[src/rtl/sam_rv32i_pkg.sv]
// -----------------------------------------------------------------------------
// sam_rv32i_pkg
//   Shared types for the data-memory arbiter slice.
//   arb_state_t : arbiter FSM states (IDLE -> ISSUE -> WAIT -> DONE)
//   req_id_t    : requester identity (CORE = 0, HOST = 1)
//   LAT_W       : width of the memory-latency down-counter (MEM_LAT up to 7)
// -----------------------------------------------------------------------------
package sam_rv32i_pkg;

    typedef enum logic [1:0] {
        IDLE  = 2'd0,
        ISSUE = 2'd1,
        WAIT  = 2'd2,
        DONE  = 2'd3
    } arb_state_t;

    typedef enum logic {
        CORE = 1'b0,
        HOST = 1'b1
    } req_id_t;

    localparam int LAT_W = 3;

endpackage

[src/rtl/sam_rr_pick2.sv]
// -----------------------------------------------------------------------------
// sam_rr_pick2
//   Two-way combinational picker.
//   Ports:
//     req[1:0]      in  : request lines, bit 0 = CORE, bit 1 = HOST
//     last_winner   in  : requester that won the previous arbitration
//     prio_override in  : on a tie, force HOST to win
//     win_id        out : selected requester (only meaningful when any = 1)
//     any           out : at least one request is pending
//   A single request always wins. On a tie the requester that is not
//   last_winner wins, unless prio_override forces HOST.
// -----------------------------------------------------------------------------
module sam_rr_pick2
    import sam_rv32i_pkg::*;
(
    input  logic [1:0] req,
    input  req_id_t    last_winner,
    input  logic       prio_override,
    output req_id_t    win_id,
    output logic       any
);

    always_comb begin
        any    = |req;
        win_id = CORE;
        case (req)
            2'b01:   win_id = CORE;
            2'b10:   win_id = HOST;
            2'b11: begin
                if (prio_override) begin
                    win_id = HOST;
                end else if (last_winner == CORE) begin
                    win_id = HOST;
                end else begin
                    win_id = CORE;
                end
            end
            default: win_id = CORE;
        endcase
    end

endmodule

[src/rtl/sam_dm_arbiter.sv]
// -----------------------------------------------------------------------------
// sam_dm_arbiter
//   Shares one single-port data memory between the pipeline MEM stage (core)
//   and a host loader/debug port. One access outstanding at a time; every
//   output is a register.
//
//   Ports:
//     clk, RN                        : clock (rising edge), async active-low reset
//     core_req/we/addr/wdata  (in)   : core command, req held until core_gnt
//     core_gnt, core_done     (out)  : 1-cycle accept / completion pulses
//     core_rdata              (out)  : read data, valid with core_done on reads,
//                                      held until the next core read completes
//     host_*                         : same set for the host port
//     mem_en/we/addr/wdata    (out)  : 1-cycle memory strobe plus command; the
//                                      command fields are 0 whenever mem_en = 0
//     mem_rdata               (in)   : sampled on the clock edge that closes
//                                      the MEM_LAT-th cycle, counting the
//                                      mem_en cycle as the first (MEM_LAT = 1
//                                      means an asynchronous-read memory)
//
//   Build option DM_ARB_CORE_PRIO_EN:
//     undefined : pure round-robin, core wins the first tie after reset.
//     defined   : core wins ties; after STARVE_MAX consecutive core grants
//                 with host_req high, the host wins the next tie.
// -----------------------------------------------------------------------------
module sam_dm_arbiter
    import sam_rv32i_pkg::*;
#(
    parameter int AW         = 5,
    parameter int DW         = 32,
    parameter int MEM_LAT    = 1,
    parameter int STARVE_MAX = 4
) (
    input  logic          clk,
    input  logic          RN,
    input  logic          core_req,
    input  logic          core_we,
    input  logic [AW-1:0] core_addr,
    input  logic [DW-1:0] core_wdata,
    output logic          core_gnt,
    output logic          core_done,
    output logic [DW-1:0] core_rdata,
    input  logic          host_req,
    input  logic          host_we,
    input  logic [AW-1:0] host_addr,
    input  logic [DW-1:0] host_wdata,
    output logic          host_gnt,
    output logic          host_done,
    output logic [DW-1:0] host_rdata,
    output logic          mem_en,
    output logic          mem_we,
    output logic [AW-1:0] mem_addr,
    output logic [DW-1:0] mem_wdata,
    input  logic [DW-1:0] mem_rdata
);

    if (MEM_LAT < 1 || MEM_LAT > 7 || STARVE_MAX < 1) begin : g_bad_param
        $error("sam_dm_arbiter: MEM_LAT must be 1..7 and STARVE_MAX >= 1");
    end

    arb_state_t          state_q, state_d;
    req_id_t             win_q, win_d;
    logic                we_q, we_d;
    logic [LAT_W-1:0]    lat_cnt_q, lat_cnt_d;

    logic                core_gnt_q, core_gnt_d;
    logic                core_done_q, core_done_d;
    logic [DW-1:0]       core_rdata_q, core_rdata_d;
    logic                host_gnt_q, host_gnt_d;
    logic                host_done_q, host_done_d;
    logic [DW-1:0]       host_rdata_q, host_rdata_d;
    logic                mem_en_q, mem_en_d;
    logic                mem_we_q, mem_we_d;
    logic [AW-1:0]       mem_addr_q, mem_addr_d;
    logic [DW-1:0]       mem_wdata_q, mem_wdata_d;

    logic                enter_done;
    req_id_t             pick_win;
    logic                pick_any;
    req_id_t             pick_last;
    logic                pick_override;

`ifdef DM_ARB_CORE_PRIO_EN
    localparam int SC_W = $clog2(STARVE_MAX + 1);
    logic [SC_W-1:0]     starve_q, starve_d;

    // Core owns ties by presenting HOST as the previous winner; the
    // starvation counter flips the tie to the host once it saturates.
    assign pick_last     = HOST;
    assign pick_override = (starve_q == SC_W'(STARVE_MAX));
`else
    req_id_t             last_q, last_d;

    assign pick_last     = last_q;
    assign pick_override = 1'b0;
`endif

    sam_rr_pick2 u_pick (
        .req           ({host_req, core_req}),
        .last_winner   (pick_last),
        .prio_override (pick_override),
        .win_id        (pick_win),
        .any           (pick_any)
    );

    always_comb begin
        state_d      = state_q;
        win_d        = win_q;
        we_d         = we_q;
        lat_cnt_d    = lat_cnt_q;
        core_gnt_d   = 1'b0;
        core_done_d  = 1'b0;
        core_rdata_d = core_rdata_q;
        host_gnt_d   = 1'b0;
        host_done_d  = 1'b0;
        host_rdata_d = host_rdata_q;
        mem_en_d     = 1'b0;
        mem_we_d     = 1'b0;
        mem_addr_d   = '0;
        mem_wdata_d  = '0;
        enter_done   = 1'b0;
`ifdef DM_ARB_CORE_PRIO_EN
        starve_d     = starve_q;
`else
        last_d       = last_q;
`endif

        case (state_q)
            IDLE: begin
                if (pick_any) begin
                    // The winner's command goes straight into the memory
                    // output registers so it appears in the ISSUE cycle.
                    state_d  = ISSUE;
                    win_d    = pick_win;
                    mem_en_d = 1'b1;
                    if (pick_win == HOST) begin
                        host_gnt_d  = 1'b1;
                        we_d        = host_we;
                        mem_we_d    = host_we;
                        mem_addr_d  = host_addr;
                        mem_wdata_d = host_wdata;
                    end else begin
                        core_gnt_d  = 1'b1;
                        we_d        = core_we;
                        mem_we_d    = core_we;
                        mem_addr_d  = core_addr;
                        mem_wdata_d = core_wdata;
                    end
`ifdef DM_ARB_CORE_PRIO_EN
                    if (pick_win == HOST || !host_req) begin
                        starve_d = '0;
                    end else if (starve_q != SC_W'(STARVE_MAX)) begin
                        starve_d = starve_q + 1'b1;
                    end
`endif
                end
            end
            ISSUE: begin
                lat_cnt_d = LAT_W'(MEM_LAT - 1);
                if (MEM_LAT == 1) begin
                    enter_done = 1'b1;
                end else begin
                    state_d = WAIT;
                end
            end
            WAIT: begin
                lat_cnt_d = lat_cnt_q - LAT_W'(1);
                // Counter reaches zero on this edge: read data is valid now.
                if (lat_cnt_q == LAT_W'(1)) begin
                    enter_done = 1'b1;
                end
            end
            DONE: begin
                state_d = IDLE;
`ifndef DM_ARB_CORE_PRIO_EN
                last_d  = win_q;
`endif
            end
            default: state_d = IDLE;
        endcase

        // done and rdata are registered on the same edge so that rdata is
        // already valid during the DONE cycle.
        if (enter_done) begin
            state_d = DONE;
            if (win_q == HOST) begin
                host_done_d = 1'b1;
                if (!we_q) begin
                    host_rdata_d = mem_rdata;
                end
            end else begin
                core_done_d = 1'b1;
                if (!we_q) begin
                    core_rdata_d = mem_rdata;
                end
            end
        end
    end

    always_ff @(posedge clk or negedge RN) begin
        if (!RN) begin
            state_q      <= IDLE;
            win_q        <= CORE;
            we_q         <= 1'b0;
            lat_cnt_q    <= '0;
            core_gnt_q   <= 1'b0;
            core_done_q  <= 1'b0;
            core_rdata_q <= '0;
            host_gnt_q   <= 1'b0;
            host_done_q  <= 1'b0;
            host_rdata_q <= '0;
            mem_en_q     <= 1'b0;
            mem_we_q     <= 1'b0;
            mem_addr_q   <= '0;
            mem_wdata_q  <= '0;
`ifdef DM_ARB_CORE_PRIO_EN
            starve_q     <= '0;
`else
            last_q       <= HOST;
`endif
        end else begin
            state_q      <= state_d;
            win_q        <= win_d;
            we_q         <= we_d;
            lat_cnt_q    <= lat_cnt_d;
            core_gnt_q   <= core_gnt_d;
            core_done_q  <= core_done_d;
            core_rdata_q <= core_rdata_d;
            host_gnt_q   <= host_gnt_d;
            host_done_q  <= host_done_d;
            host_rdata_q <= host_rdata_d;
            mem_en_q     <= mem_en_d;
            mem_we_q     <= mem_we_d;
            mem_addr_q   <= mem_addr_d;
            mem_wdata_q  <= mem_wdata_d;
`ifdef DM_ARB_CORE_PRIO_EN
            starve_q     <= starve_d;
`else
            last_q       <= last_d;
`endif
        end
    end

    assign core_gnt   = core_gnt_q;
    assign core_done  = core_done_q;
    assign core_rdata = core_rdata_q;
    assign host_gnt   = host_gnt_q;
    assign host_done  = host_done_q;
    assign host_rdata = host_rdata_q;
    assign mem_en     = mem_en_q;
    assign mem_we     = mem_we_q;
    assign mem_addr   = mem_addr_q;
    assign mem_wdata  = mem_wdata_q;

endmodule

[config.mk]
export PLATFORM = sky130hd
export DESIGN_NAME = sam_dm_arbiter
export DESIGN_NICKNAME = d
export VERILOG_FILES = /design/src/rtl/sam_rv32i_pkg.sv /design/src/rtl/sam_rr_pick2.sv /design/src/rtl/sam_dm_arbiter.sv
export SDC_FILE = /design/constraint.sdc
export NUM_CORES = 1
export LEC_CHECK = 0
export CAP_MARGIN = 20
export CORE_MARGIN = 10
export CORE_UTILIZATION = 44
export CTS_BUF_LIST = sky130_fd_sc_hd__clkbuf_2
export CTS_CLUSTER_SIZE = 10
export DETAILED_ROUTE_END_ITERATION = 12
export PLACE_DENSITY = 0.87
export SETUP_SLACK_MARGIN = 0.02
export SLEW_MARGIN = 20
export SYNTH_ARGS = -nofsm -noshare
export SYNTH_HDL_FRONTEND = slang
export SYNTH_SLANG_ARGS = --single-unit
[constraint.sdc]
create_clock -name clk -period 3.72 [get_ports clk]
set_clock_uncertainty 0.1 [all_clocks]
set_input_delay 0.744 -clock clk [delete_from_list [all_inputs] [get_ports clk]]
set_output_delay 0.744 -clock clk [all_outputs]
set_load 0.05 [all_outputs]
# Word-level counts from Yosys, hierarchy flattened
# Cells that the tools add are included.
dict set report word_totals {
  mem_count 0
  latchBits 0
  word_cells 62
  romBits 0
  in_bits 112
  output_inout_bits 107
  register_bits 115
  mem_bits_rw 0
}
dict set report op_classes {
  n_addsub 1
  n_mul 0
  muxes 29
  n_reduce_logical 8
  n_bitwise 2
  n_eq_ne 7
  div 0
  shifts 0
  n_lt_le_gt_ge 0
}
# cell count
set ops {}
lappend ops {{32-bit 2-to-1 mux} 3}
lappend ops {{1-bit 2-to-1 mux} 17}
lappend ops {{5-bit 2-to-1 mux} 3}
lappend ops {{2-bit == test, second input constant} 4}
lappend ops {{3-bit case mux with 2 select lines} 1}
lappend ops {{3-bit AND reduction} 2}
lappend ops {{2-bit 2-to-1 mux} 2}
lappend ops {{1-bit case mux with 2 select lines} 2}
lappend ops {{2-bit case mux with 2 select lines} 1}
lappend ops {{2-bit AND reduction} 2}
lappend ops {{3-bit by 1-bit == test with 1-bit output, second input constant} 1}
lappend ops {{3-bit inequality test, second input constant} 1}
lappend ops {{3-bit nonzero test} 1}
lappend ops {{3-bit by 1-bit subtractor with 3-bit output, second input constant} 1}
lappend ops {{2-bit by 1-bit == test with 1-bit output, second input constant} 1}
lappend ops {{2-bit zero test} 1}
lappend ops {{1-bit NOT} 2}
lappend ops {{2-bit nonzero test} 1}
lappend ops {{2-bit OR reduction} 1}

# Logic depth before layout (Yosys ltp)
# Gate-level depths: netlist (run 1).
dict set report depth {
  ltp_word 5
  depth_mapped 7
}

# Cells and area by module
# Synthesis (run 1) repeated with hierarchy kept, for this count alone.
dict set report hier_totals {
  cells_unflattened 314
  area_unflattened_um2 4584.4
}
# module instances area_per_inst_um2 cells_each
set modules_own_cells {}
lappend modules_own_cells {sam_dm_arbiter 1 4566.9 311}
lappend modules_own_cells {sam_rr_pick2 1 17.5 3}

# Worst setup path before layout (run 1)
# No wires, ideal clock.
dict set report synth_path {
  kind {register -> register}
  startpoint {register state_q[0]}
  endpoint {register core_rdata_q[0] (netlist: core_rdata[0])}
  stages_incl_launch_ff 7
  setup_time_ns 0.125
  t_arrival_ns 1.712
  required_time_ns 3.495
  slack_ns 1.784
  path_cell_list {dfrtp_1 -> inv_1 -> ha_1 -> nand4b_2 -> a211o_1 -> buf_6 -> mux2_2}
}
dict set report synth_via {
  elab_chain_cells 3
  elab_cells_between_ends 4
  classes_between {eq/ne (2); mux (1); reduce/logical (1)}
}
# element line
set synth_lines {}
lappend synth_lines {{start: declaration} sam_dm_arbiter.sv:61} ;# arb_state_t state_q, state_d;
lappend synth_lines {{start signal: assignment} sam_dm_arbiter.sv:222} ;# state_q <= state_d;
lappend synth_lines {{2-bit == test / 2-bit by 1-bit == test with 1-bit output (equally long branches)} sam_dm_arbiter.sv:128} ;# case (state_q)
lappend synth_lines {{1-bit case mux with 2 select lines *} sam_dm_arbiter.sv:128}
lappend synth_lines {{3-bit AND reduction (no line) *} -}
lappend synth_lines {{end signal: assignment} sam_dm_arbiter.sv:228} ;# core_rdata_q <= core_rdata_d;
lappend synth_lines {{end: declaration} sam_dm_arbiter.sv:68} ;# logic [DW-1:0] core_rdata_q, core_rdata_d;
# Every way passes the cells marked *; elsewhere a longest branch is shown, timed or not.
# A chain may end at the register's enable or synchronous reset.

# Final worst setup path (run 1)
dict set report layout_path {
  startpoint {register core_rdata_q[13] (netlist: core_rdata[13])}
  endpoint {output port core_rdata[13]}
}
# element line
set layout_lines {}
lappend layout_lines {{end: declaration} sam_dm_arbiter.sv:42} ;# output logic [DW-1:0] core_rdata,
# No word-level cell between the ends.

==> summary.md, run 1 <==
| Metric | Value |
|---|---|
| Status | `finished, final reports clean` |
| Antenna violations before repair | `0` |
| Sum of overflow across all layers after global routing | `0` |
| Setup slack at placement | `1.21 ns` |
| DRC | `0` |
| CTS Buf Count | `17` |
| Placement Rows | `36` |
| Number of port buffers | `218` |
| Post-synth cell types | `26` |
| Register area | `2880 um2` |
| Post-Synthesis Net Count | `394` |
| Overall routing resource usage | `0.182` |
| DP Cell Count | `618` |
| Maximum vdd drop | `0.452 mV` |
| Buffer depth of the longest clock path | `2` |
| Cell area after synthesis | `4330 um2` |
| I/O pin count | `219` |
| CTS Root Buffer Type | `sky130_fd_sc_hd__clkbuf_2` |
| Depth of the worst hold-timing path | `1` |
| Power per Cell Area | `952 nW/um2` |
| Worst setup EP type | `primary output` |
| Timing-limited maximum frequency | `369 MHz` |
| Part of the power in the clock network | `0.142` |
| Relative slew margins | `0.525` |
| Static Leak | `3.04 nW` |
| First-pass GRT wire length | `20,000 um` |
| Period utilisation layout | `0.729` |
| Number of buffers inserted to repair setup after CTS | `0` |
| Met2 Wirelength | `6490 um` |
| Number of instances in the synthesized netlist | `275` |
| Largest net degree at the start of global routing | `57` |
| Peak per-stage delay on the critical path | `0.83 ns` |
| Kind of path behind the tightest hold check | `reg -> reg` |
| Sequential area share after synthesis | `0.665` |
| Placed inst area | `6620 um2` |
| Final count of negative-setup-slack endpoints | `0` |
| Most frequent cells in the layout | `sky130_fd_sc_hd__clkdlybuf4s50_1 (217), sky130_fd_sc_hd__dfrtp_1 (114), sky130_fd_sc_hd__mux2_2 (64), sky130_fd_sc_hd__a22o_1 (37), sky130_fd_sc_hd__clkbuf_2 (18)` |
| CP cell instances | `clkdlybuf4s50_1` |
| Sink Count | `115` |
| Via count of the routed design | `3,205` |
| Slowest cell on crit path | `sky130_fd_sc_hd__clkdlybuf4s50_1` |
| Die Y | `119 um` |
| Worst path top cell family by delay | `buffers and inverters` |
| Kind of start point of the critical path | `flip-flop` |
| Number of antenna repair diodes | `0` |
| Max-slew violation count | `0` |
| Setup TNS | `0 ns` |
| Flops & latches, synth | `115` |
| Proportion of total power due to net switching | `0.451` |
| Highest metal layer with signal wires | `met4` |
| Layout Cells excl Fill | `651` |
| Number of maximum-capacitance violations | `0` |
| Area used by multi-input combinational logic | `1320 um2` |
| Via-to-Cell Ratio | `4.92` |
| Total wire length | `12,800 um` |
| Number of cells on the worst reg-to-reg path | `6` |
| Area Overhead vs Synth | `59.7%` |
| Fin worst setup slack | `1.01 ns` |
| Depth of the CTS H-tree | `4` |
| Final-report hold violation count | `0` |
| Setup slack, reg-to-reg | `1.49 ns` |
| Hpwl dp | `10,100 um` |
| Final instance area | `6920 um2` |
| Met3 wirelength from detailed routing | `1580 um` |
| Nets | `624` |
| Avg Synthesized Cell Area | `15.7 um2` |
| Fraction of the core area covered by cells at the end of the flow | `0.714` |
| WL per Instance | `19.6 um` |
| Combinational fraction of design power | `0.557` |
| Worst Max-Slew Pin Slew | `0.712 ns` |
| Total die area | `14,200 um2` |
| Synth warnings | `0` |
| Signal arrival time at the worst endpoint | `1.87 ns` |
| Antenna violation net count after detailed routing | `0` |
| Category of the most critical setup path | `reg -> out` |
| Required time of the critical path | `2.88 ns` |
| Routability congestion estimate | `0.769` |
| Total buffers and inverters traversed by the critical path | `1` |
| Max FO, Critical Path | `2` |
| Initial Utilization | `0.447` |
| Share of power burned in registers | `0.301` |
| Stages on the worst setup path | `1` |
| Unrepaired setup endpoints after global routing | `no` |
| Skew-Pair Late Insertion Delay | `0.63 ns` |
| Final min period | `2.71 ns` |
| DR iter-0 viols | `119` |
| Clock tree from TritonCTS | `done` |
| Core Area | `9680 um2` |
| Met1 routed wirelength after detailed routing | `4450 um` |
| Clock-pin slew on the worst setup and hold paths | `0.16 ns` |
| Number of fillers in the final layout | `636` |
| Detailed Routing Iterations Pass 1 | `4` |
| Number of global-route vias before repair | `3,538` |
| Layout cells sized above 1 | `0.195` |
| X dimension of the die | `119 um` |
| Cell internal power dissipation | `3.62 mW` |
| Switching pwr | `2.97 mW` |
| Most frequent standard cell in the layout excluding fill and tap cells | `sky130_fd_sc_hd__clkdlybuf4s50_1` |
-- per-stage QoR --
step           power, mW  hold WS (ns)
2_1_floorplan       4.42         0.348
3_3_place_gp        5.64         0.386
3_5_place_dp        5.72         0.392
4_1_cts             6.66      0.000310
5_1_grt             6.90         0.421
6_report            6.58         0.421
-- cells in the mapped netlist --
master | n | area share
sky130_fd_sc_hd__inv_1 | 8 | 0.0069
sky130_fd_sc_hd__a21oi_1 | 1 | 0.0012
sky130_fd_sc_hd__a21o_1 | 1 | 0.0017
sky130_fd_sc_hd__buf_2 | 3 | 0.0035
sky130_fd_sc_hd__nand2_1 | 6 | 0.0052
sky130_fd_sc_hd__o21ai_1 | 1 | 0.0012
sky130_fd_sc_hd__dfrtp_1 | 114 | 0.66
sky130_fd_sc_hd__mux2i_1 | 3 | 0.0069
sky130_fd_sc_hd__nand2b_1 | 2 | 0.0029
sky130_fd_sc_hd__o21ai_0 | 3 | 0.0035
sky130_fd_sc_hd__clkbuf_1 | 3 | 0.0026
sky130_fd_sc_hd__nor2_1 | 3 | 0.0026
sky130_fd_sc_hd__o22ai_1 | 1 | 0.0014
sky130_fd_sc_hd__a211o_1 | 2 | 0.0040
sky130_fd_sc_hd__o2bb2ai_1 | 1 | 0.0020
sky130_fd_sc_hd__ha_1 | 7 | 0.020
sky130_fd_sc_hd__buf_1 | 2 | 0.0017
sky130_fd_sc_hd__a22o_1 | 37 | 0.075
sky130_fd_sc_hd__a21boi_0 | 1 | 0.0017
sky130_fd_sc_hd__buf_6 | 6 | 0.016
sky130_fd_sc_hd__and2_1 | 2 | 0.0029
sky130_fd_sc_hd__mux2_2 | 64 | 0.17
sky130_fd_sc_hd__dfstp_2 | 1 | 0.0061
sky130_fd_sc_hd__nand3_1 | 1 | 0.0012
sky130_fd_sc_hd__nand4_1 | 1 | 0.0014
sky130_fd_sc_hd__nand4b_2 | 1 | 0.0035
-- state kept, by name, indices dropped and copies added, names as in the netlist --
name / flops
core_rdata: 32
host_rdata: 32
mem_wdata: 32
mem_addr: 5
lat_cnt_q: 3
state_q: 2
core_done: 1
core_gnt: 1
host_done: 1
host_gnt: 1
last_q: 1
mem_en: 1
mem_we: 1
we_q: 1
win_q: 1
-- metal layers --
layer	track usage	vias to the layer above
met5	0	-
met4	0.0550	0
met3	0.112	17
met2	0.303	167
met1	0.186	1562
li1	-	1459
-- worst reg2reg max path, stage by stage (launching register included) --
cell and delay (ns):
sky130_fd_sc_hd__dfrtp_1 0.47, sky130_fd_sc_hd__inv_1 0.09, sky130_fd_sc_hd__ha_1 0.36, sky130_fd_sc_hd__nand2_1 0.16, sky130_fd_sc_hd__a211o_1 0.14, sky130_fd_sc_hd__buf_4 0.39
sky130_fd_sc_hd__mux2_2 0.41
-- power by group through the flow --
| stage | Clock, mW | Combinational, mW | Sequential [mW] |
|---|---|---|---|
| after floorplan | 0 | 0.858 | 3.56 |
| after global placement | 0 | 3.65 | 1.99 |
| after detailed placement | 0 | 3.71 | 2.01 |
| after CTS | 0.964 | 3.72 | 1.98 |
| after global routing | 1.02 | 3.83 | 2.04 |
| final | 0.935 | 3.67 | 1.98 |
-- final timing paths --
path                                      from              to
worst max-delay path            core_rdata[13]  core_rdata[13]
worst min-delay path            host_rdata[27]  host_rdata[27]
worst max register to register      state_q[1]  host_rdata[30]
worst min register to register  host_rdata[27]  host_rdata[27]
max in group asynchronous                   RN        core_gnt
min in group asynchronous                   RN    mem_wdata[9]
-- timing repair --
item | in CTS | in global routing
hold buffers | 0 | 1
endpoints found under the hold margin | 0 | 1
gates resized for setup | 0 | 0
-- logic make-up after synthesis --
| kind of cell | synth area share |
|---|---|
| multiplexers | 0.173 |
| AO/OA/AOI/OAI | 0.0916 |
| AND/OR/NAND/NOR | 0.0196 |
| buffers and inverters | 0.0303 |
| adder cells (fa/ha/maj) | 0.0202 |
| flip-flops | 0.665 |
-- area by class of cell --
cell class / instances / share of cell area
sequential: 115 / 0.416
timing repair buffer: 225 / 0.323
multi-input combinational: 138 / 0.191
clock inverter: 14 / 0.0277
tap: 133 / 0.0241
clock buffer: 18 / 0.0130
inverter: 8 / 0.00434
(Power assumes the default switching activity.)
==> run 2: changes to the inputs <==
--- a/config.mk
+++ b/config.mk
@@ -7,11 +7,11 @@
 export LEC_CHECK = 0
 export CAP_MARGIN = 20
 export CORE_MARGIN = 10
-export CORE_UTILIZATION = 44
+export CORE_UTILIZATION = 41
 export CTS_BUF_LIST = sky130_fd_sc_hd__clkbuf_2
 export CTS_CLUSTER_SIZE = 10
 export DETAILED_ROUTE_END_ITERATION = 12
-export PLACE_DENSITY = 0.87
+export PLACE_DENSITY = 0.82
 export SETUP_SLACK_MARGIN = 0.02
 export SLEW_MARGIN = 20
 export SYNTH_ARGS = -nofsm -noshare
==> constraint.sdc (replaced) <==
create_clock -name clk -period 2.5 [get_ports clk]
set_clock_uncertainty 0.1 [all_clocks]
set_input_delay 0.5 -clock clk [delete_from_list [all_inputs] [get_ports clk]]
set_output_delay 0.5 -clock clk [all_outputs]
set_load 0.05 [all_outputs]
==> summary.md, run 2 (synthesized netlist as in run 1, its figures left out) <==
| Metric | Value |
|---|---|
| X dimension of the die | `123 um (+3.0%)` |
| Layout cells sized above 1 | `0.195 (unchanged)` |
| Nets | `625 (+0.16%)` |
| Sum of overflow across all layers after global routing | `0 (unchanged)` |
| Total power | `9.08 mW (+38%)` |
| Unrepaired setup endpoints after global routing | `no` |
| Critical path startpoint | `state_q[0]` |
| Final min period | `2.24 ns` |
| Via-to-Cell Ratio | `4.83 (-1.9%)` |
| Largest net degree at the start of global routing | `57 (unchanged)` |
| DP Cell Count | `622 (+0.65%)` |
| Start of the worst register-to-register path | `state_q[0]` |
| Period utilisation layout | `0.898` |
| Final-report hold violation count | `0 (unchanged)` |
| Clock-pin slew on the worst setup and hold paths | `0.16 ns (about the same)` |
| Depth of the CTS H-tree | `4 (unchanged)` |
| Relative slew margins | `0.621 (+0.0956)` |
| Setup slack at placement | `0.290 ns (-0.918 ns)` |
| Sink Count | `115 (unchanged)` |
| Category of the most critical setup path | `reg -> reg` |
| Placement Rows | `37 (+2.8%)` |
| WL per Instance | `19.3 um (-1.5%)` |
| First-pass GRT wire length | `19,400 um (-2.8%)` |
| Kind of start point of the critical path | `flip-flop` |
| Die Y | `123 um (+3.0%)` |
| Number of fillers in the final layout | `801 (+26%)` |
| Routability congestion estimate | `0.773 (+0.53%)` |
| Setup slack, reg-to-reg | `0.26 ns (-1.23 ns)` |
| Fraction of the core area covered by cells at the end of the flow | `0.659 (-0.0546)` |
| Number of maximum-capacitance violations | `0 (unchanged)` |
| DR iter-0 viols | `234 (+97%)` |
| Number of port buffers | `218 (unchanged)` |
| Total wire length | `12,600 um (-0.94%)` |
| Power per Cell Area | `1330 nW/um2 (+40%)` |
| Antenna violations before repair | `1 (+1)` |
| CTS Buf Count | `17 (unchanged)` |
| Required time of the critical path | `2.89 ns (about the same)` |
| Number of global-route vias before repair | `3,581 (+1.2%)` |
| Antenna violation net count after detailed routing | `0 (unchanged)` |
| Via count of the routed design | `3,163 (-1.3%)` |
| Timing-limited maximum frequency | `445 MHz` |
| I/O pin count | `219 (unchanged)` |
| Maximum vdd drop | `0.713 mV (+58%)` |
| Max FO, Critical Path | `32 (+30)` |
| Initial Utilization | `0.419 (-0.0277)` |
| Final count of negative-setup-slack endpoints | `0 (unchanged)` |
| DRC | `0 (unchanged)` |
| Detailed Routing Iterations Pass 1 | `4 (unchanged)` |
| Status | `finished, final reports clean` |
| Buffer depth of the longest clock path | `2 (unchanged)` |
| Max-slew violation count | `0 (unchanged)` |
| Hpwl dp | `10,100 um (+0.15%)` |
| Worst Max-Slew Pin Slew | `0.571 ns (-0.141 ns)` |
| Total die area | `15,100 um2 (+6.1%)` |
| Layout Cells excl Fill | `655 (+0.61%)` |
| CTS Root Buffer Type | `sky130_fd_sc_hd__clkbuf_2` |
| Most frequent standard cell in the layout excluding fill and tap cells | `sky130_fd_sc_hd__dfrtp_1` |
| Overall routing resource usage | `0.170 (-0.0115)` |
| Number of buffers inserted to repair setup after CTS | `0 (unchanged)` |
| Static Leak | `3.50 nW (+15%)` |
| Kind of path behind the tightest hold check | `in -> async` |
| Core Area | `10,300 um2 (+6.6%)` |
| Clock tree from TritonCTS | `done` |
| Fin worst setup slack | `0.255 ns (-0.752 ns)` |
| Signal arrival time at the worst endpoint | `2.63 ns (+0.76 ns)` |
| Area Overhead vs Synth | `57.2%` |
| Most frequent cells in the layout | `sky130_fd_sc_hd__dfrtp_1 (114), sky130_fd_sc_hd__clkdlybuf4s50_1 (110), sky130_fd_sc_hd__dlygate4sd2_1 (87), sky130_fd_sc_hd__mux2_2 (64), sky130_fd_sc_hd__a22o_1 (37)` |
| Worst setup EP type | `flip-flop` |
| Setup TNS | `0 ns (unchanged)` |
| Skew-Pair Late Insertion Delay | `0.61 ns (-0.02 ns)` |
## run 2: cell types whose count changed in the layout (fill, tap and decap cells not counted)
cell / delta
sky130_fd_sc_hd__clkdlybuf4s50_1: -107
sky130_fd_sc_hd__dlygate4sd2_1: +87
sky130_fd_sc_hd__dlymetal6s2s_1: +20
sky130_fd_sc_hd__bufinv_16: -3
sky130_fd_sc_hd__clkinvlp_4: +2
sky130_fd_sc_hd__buf_12: +1
sky130_fd_sc_hd__clkbuf_2: -1
sky130_fd_sc_hd__clkinv_2: +1
sky130_fd_sc_hd__diode_2: +1
## run 2: where the power goes
group	leakage, nW	internal [mW]	switching (mW)
clock network	0.123	0.426	0.650
registers	1.43	2.59	0.336
logic	1.94	1.66	3.42
total	3.50	4.67	4.41
## run 2: critical path: stages (launching register included)
cell                      delay (ns)
sky130_fd_sc_hd__dfrtp_1        0.44
sky130_fd_sc_hd__inv_1          0.10
sky130_fd_sc_hd__ha_1           0.40
sky130_fd_sc_hd__nand2_1        0.16
sky130_fd_sc_hd__a211o_1        0.14
sky130_fd_sc_hd__buf_4          0.39
sky130_fd_sc_hd__mux2_2         0.39
## run 2: what timing repair did
action                                 4_1_cts  5_1_grt
pin swaps                                    0        0
setup endpoints to repair                   87       20
gates resized for setup                     87       20
hold buffers                                 1        0
endpoints found under the hold margin       34        0
## run 2: metal layers
metal,part of all wire,vias up,GRT usage
met3,0.13,11,0.112
met2,0.52,158,0.283
met4,0.011,0,0.0633
met1,0.35,1539,0.167
li1,-,1455,-
met5,0,-,0
## run 2: path summary, 6_finish.rpt
kind                       cells after the start        endpoint
max in group asynchronous                      3  core_rdata[25]
min in group clk                               2   mem_wdata[21]
hold / removal                                 2   mem_wdata[17]
hold reg to reg                                1  host_rdata[18]
setup reg to reg                               6  host_rdata[28]
setup / recovery                               6  host_rdata[28]
## run 2: metrics by stage
stage | hold slack (ns) | area [um2]
final | 0.247 | 6810
after global routing | 0.185 | 6810
after CTS | 0.180 | 6760
after detailed placement | 0.377 | 6650
after global placement | 0.374 | 6650
after floorplan | 0.104 | 4330
## run 2: area by class of cell
class                   count  area, um2  share of cell area
repair buffers            226       2200               0.323
well taps                 136        170              0.0250
clock inverters            14        121              0.0178
diodes                      1       2.50            0.000368
multi-input cells         138       1320               0.194
inverters                   8       30.0             0.00441
clock buffers              17       85.1              0.0125
flip-flops and latches    115       2880               0.423
